## config.mk

```make
export PLATFORM = sky130hd
export DESIGN_NAME = sevenseg_capture
export DESIGN_NICKNAME = d
export VERILOG_FILES = /design/src/rtl/sevenseg_capture.sv
export SDC_FILE = /design/constraint.sdc
export NUM_CORES = 1
export LEC_CHECK = 0
export CORE_UTILIZATION = 30
export DETAILED_ROUTE_END_ITERATION = 8
export PLACE_DENSITY_LB_ADDON = 0.05
export REMOVE_ABC_BUFFERS = 1
export SYNTH_ARGS = -nofsm -noshare
export SYNTH_HDL_FRONTEND = slang
export SYNTH_SLANG_ARGS = --single-unit
export TNS_END_PERCENT = 5
```

## constraint.sdc

```tcl
create_clock -name clk -period 7.7 [get_ports clk]
set_input_delay 1.54 -clock clk [delete_from_list [all_inputs] [get_ports clk]]
set_output_delay 1.54 -clock clk [all_outputs]
set_load 0.02 [all_outputs]
```

## src/rtl/sevenseg_capture.sv

```systemverilog
// Seven-segment bus capture: per-digit debounce and glyph-to-hex decode.
// Stage 1 debounces per digit; stage 2 decodes commits into registered outputs.
module sevenseg_capture #(
   parameter int DIGITS     = 4,
   parameter int STABLE_CNT = 3,
   parameter int ACTIVE_LOW = 0
) (
   input  logic                  clk,
   input  logic                  rst,
   input  logic [6:0]            seg_in,
   input  logic [DIGITS-1:0]     dig_en,
   input  logic                  sample,
   output logic [4*DIGITS-1:0]   nibbles,
   output logic [DIGITS-1:0]     valid,
   output logic                  update,
   output logic                  err
);

   localparam int KW = (DIGITS > 1) ? $clog2(DIGITS) : 1;
   localparam logic [3:0] SC = 4'(STABLE_CNT);

   logic [6:0]  pat;
   logic [3:0]  ones;
   logic [KW-1:0] k;
   logic        accept;
   logic        multi;
   logic        hit;
   logic        fire;
   logic [6:0]  cand [DIGITS];
   logic [3:0]  cnt  [DIGITS];

   logic        p_fire;
   logic        p_multi;
   logic [KW-1:0] p_k;
   logic [6:0]  p_pat;

   logic [DIGITS-1:0][3:0] nib_q;
   logic        dlegal;
   logic [3:0]  dnib;

   assign pat = (ACTIVE_LOW != 0) ? ~seg_in : seg_in;

   always_comb begin
      ones = '0;
      k    = '0;
      for (int i = 0; i < DIGITS; i++) begin
         if (dig_en[i]) begin
            ones = ones + 4'd1;
            k    = KW'(i);
         end
      end
   end

   assign accept = sample && (ones == 4'd1);
   assign multi  = sample && (ones > 4'd1);
   assign hit    = (cand[k] == pat);
   // commit exactly on the sample that brings the count up to threshold
   assign fire   = accept && (hit ? (cnt[k] == SC - 4'd1) : (SC == 4'd1));

   always_ff @(posedge clk or posedge rst) begin
      if (rst) begin
         for (int i = 0; i < DIGITS; i++) begin
            cand[i] <= '0;
            cnt[i]  <= '0;
         end
         p_fire  <= 1'b0;
         p_multi <= 1'b0;
         p_k     <= '0;
         p_pat   <= '0;
      end else begin
         p_fire  <= fire;
         p_multi <= multi;
         p_k     <= k;
         p_pat   <= pat;
         if (accept) begin
            if (hit) begin
               if (cnt[k] < SC) cnt[k] <= cnt[k] + 4'd1;
            end else begin
               cand[k] <= pat;
               cnt[k]  <= 4'd1;
            end
         end
      end
   end

   always_comb begin
      dlegal = 1'b1;
      dnib   = 4'h0;
      case (p_pat)
         7'h3F: dnib = 4'h0;
         7'h06: dnib = 4'h1;
         7'h5B: dnib = 4'h2;
         7'h4F: dnib = 4'h3;
         7'h66: dnib = 4'h4;
         7'h6D: dnib = 4'h5;
         7'h7D: dnib = 4'h6;
         7'h07: dnib = 4'h7;
         7'h7F: dnib = 4'h8;
         7'h6F: dnib = 4'h9;
         7'h77: dnib = 4'hA;
         7'h7C: dnib = 4'hB;
         7'h39: dnib = 4'hC;
         7'h5E: dnib = 4'hD;
         7'h79: dnib = 4'hE;
         7'h71: dnib = 4'hF;
         default: dlegal = 1'b0;
      endcase
   end

   always_ff @(posedge clk or posedge rst) begin
      if (rst) begin
         nib_q  <= '0;
         valid  <= '0;
         update <= 1'b0;
         err    <= 1'b0;
      end else begin
         update <= 1'b0;
         err    <= p_multi;
         if (p_fire) begin
            if (dlegal) begin
               nib_q[p_k] <= dnib;
               valid[p_k] <= 1'b1;
               update     <= !valid[p_k] || (nib_q[p_k] != dnib);
            end else if (p_pat == 7'h00) begin
               nib_q[p_k] <= 4'h0;
               valid[p_k] <= 1'b0;
               update     <= valid[p_k] || (nib_q[p_k] != 4'h0);
            end else begin
               // illegal glyph keeps the last good nibble for readback
               valid[p_k] <= 1'b0;
               err        <= 1'b1;
               update     <= valid[p_k];
            end
         end
      end
   end

   assign nibbles = nib_q;

endmodule

```

==> metrics.csv <==
metric;value;unit
vias in the first global route;3020;
sequential share of the synthesized area;0.443;
DRT antenna net count;0;
initial antenna violation count;0;
# clock sinks;77;
mapped cell area;4350;sq um
crit-path max FO;19;
worst hold path type;reg -> reg;
Data arrival, critical path;5.51;ns
top_reg_cell synth;dfrtp_1;
LEAKAGE;2.17;nW
RR Startpoint;p_pat[3];
pre-CTS WS;1.99;ns
Final Cycle Share;0.688;
IO Port Bufs;35;
leading cell type in the layout, fill and taps excluded;dfrtp_1;
ANT cells;0;
Clock Latency Late Sink;0.34;ns
Routed WL;10400;microns
max-slew violations;0;
Register Area;1930;sq um
Rel. slew slack;0.319;
Initial Util;0.310;
Yosys top cell area share;0.443;
f_max;189;MHz
CTS tree;done;
post-DP HPWL;7110;microns
Yosys cell types;61;
clk slew on worst S/H paths;0.06;ns
gr usage total;0.154;
GR Overflow Total;0;
Final Hold Fails;0;
GP Congestion;0.798;
Vias/cell;5.11;
H-tree levels;3;
WHS;0.450;ns
post-placement cell area;4810;sq um
CP most frequent cell;ha_1;
VDD IR max;0.116;mV
type of destination of the critical path;register;
die area;15000;sq um
Multi-input gate area;2220;sq um
Worst Setup Path Type;in -> reg;
CTS Root Cell;clkbuf_16;
Clock Skew;0.00284;ns
yosys warns;0;
largest net degree at the start of global routing;78;
Slew @ Worst Pin;1.02;ns
WL/cell;17.1;microns
I/O pins;36;
DIE HEIGHT;122;microns
Longest Clk Path Bufs;2;
Die W;122;microns
Pwr Density;219;nW/um^2
share of layout cells above drive strength 1;0.190;
most frequent cells in the layout;dfrtp_1, mux2_2, clkdlybuf4s50_1;
slowest cell on the critical path;clkdlybuf4s50_1;
Power, Total;1.11;mW
unrepaired setup endpoints after global routing;no;
CTS Buf Count;9;
DRT Pass-1 Iters;4;
final setup TNS;0;ns
Setup crit start;dig_en[1];
post-route setup slack;2.40;ns
worst hold start;p_multi;
max-capacitance violation count;0;
share of async-settable or async-resettable flops after synthesis;1.00;
row count;43;
hold bufs inserted after CTS;0;
synthesized area per cell;10.9;sq um
post-CTS setup buffers;0;
Max stage delay on crit path;1.06;ns
first-pass GRT wire length;17100;microns
cells along the critical path;clkdlybuf4s50_1 -> inv_1 -> ha_1 -> xor2_1 -> ha_1 -> xnor2_1 -> a31o_2 -> a32oi_1 -> or3_1 -> mux2_1 -> o22a_1;
Worst EP required;7.92;ns
Core Area;14000;sq um
Worst setup SP type;primary input;
top cells by area, synth;dfrtp_1, mux2_2, mux2i_1;
Tmin final;5.30;ns
Final Instance Area;5100;sq um
DRT iter0 DRCs;184;
status;finished, final reports clean;
Synth Instances;400;
leading area contributor after synthesis;dfrtp_1;
post_cts resized;0;
EDFF count, synth;0;
fin nets;441;
Vias;3100;
endpoints failing setup;0;
area delta synth->final;17.1;%
DRC;0;
Fillers;1385;
Yosys reg bits;77;
==> sequential cells by signal, summed over array words and instances (netlist names), named ones only <==
signal / flops
cnt: 16
p_pat: 7
p_fire: 1
cand: 28
p_multi: 1
update: 1
p_k: 2
nibbles: 16
err: 1
==> layer usage <==
| layer | vias to the layer above | track usage | part of all wire |
|---|---|---|---|
| met5 | - | 0 | 0 |
| met4 | 0 | 0.0412 | 0.011 |
| met3 | 10 | 0.0446 | 0.039 |
| met2 | 50 | 0.242 | 0.47 |
| met1 | 1535 | 0.204 | 0.48 |
| li1 | 1505 | - | - |
==> path summary, 6_finish.rpt <==
path | to | slack [ns] | cells after the start
setup / recovery | cnt[8] | 2.40 | 11
setup reg to reg | nibbles[12] | 4.90 | 6
hold reg to reg | err | 0.45 | 1
max in group asynchronous | cnt[14] | 5.21 | 3
min in group asynchronous | nibbles[1] | 1.83 | 3
hold / removal | err | 0.45 | 1
==> cell families (layout without fill, tap and decap cells) <==
logic type,after synthesis,in the layout,share of synthesized area
fa+ha+maj,5,5,0.0144
compound gates,76,76,0.140
flops,77,77,0.443
simple gates,121,121,0.155
mux,69,69,0.186
xor+xnor,7,7,0.0141
buf+inv,45,72,0.0483
==> report_power, final <==
part	total, mW	internal [mW]	switching (mW)
Clock	0.408	0.236	0.173
Sequential	0.512	0.468	0.0438
Combinational	0.194	0.105	0.0881
==> cell usage after synthesis, drive strengths merged, types with 3 or more instances <==
cell type   n
ha          5
a21oi       8
and3b       4
nand3b      4
mux2       44
and3        4
xnor2       4
xor2        3
o2bb2ai     3
and2        8
nand2      25
nor4        8
nor3b      12
nor3       11
a32oi       4
nor2       17
buf        15
a21bo       3
o32ai       4
o21ai      15
o31ai       5
clkbuf     12
dfrtp      77
or3         4
mux4        5
nor2b       5
inv        18
mux2i      20
nand2b      7
nand3       8
o21a        8
==> critical path, delay by kind of cell <==
family                   cells  cell delay, ns
adder cells (fa/ha/maj)      2            0.68
XOR/XNOR                     2            0.33
AO/OA/AOI/OAI                3            0.91
multiplexers                 1            0.36
AND/OR/NAND/NOR              1            0.44
buffers and inverters        2            1.24
==> through the flow <==
step	std cells	utilization
after floorplan	373	-
after global placement	591	0.343
after detailed placement	591	0.343
after CTS	607	0.363
after global routing	607	0.363
final	607	0.363
==> cell type report <==
cell class              count  share of cell area
well taps                 180              0.0442
clock inverters             5             0.00663
clock buffers              11              0.0496
multi-input cells         278               0.435
repair buffers             38              0.0731
inverters                  18              0.0135
flip-flops and latches     77               0.378
No activity file was read; power rests on OpenSTA's default activity.
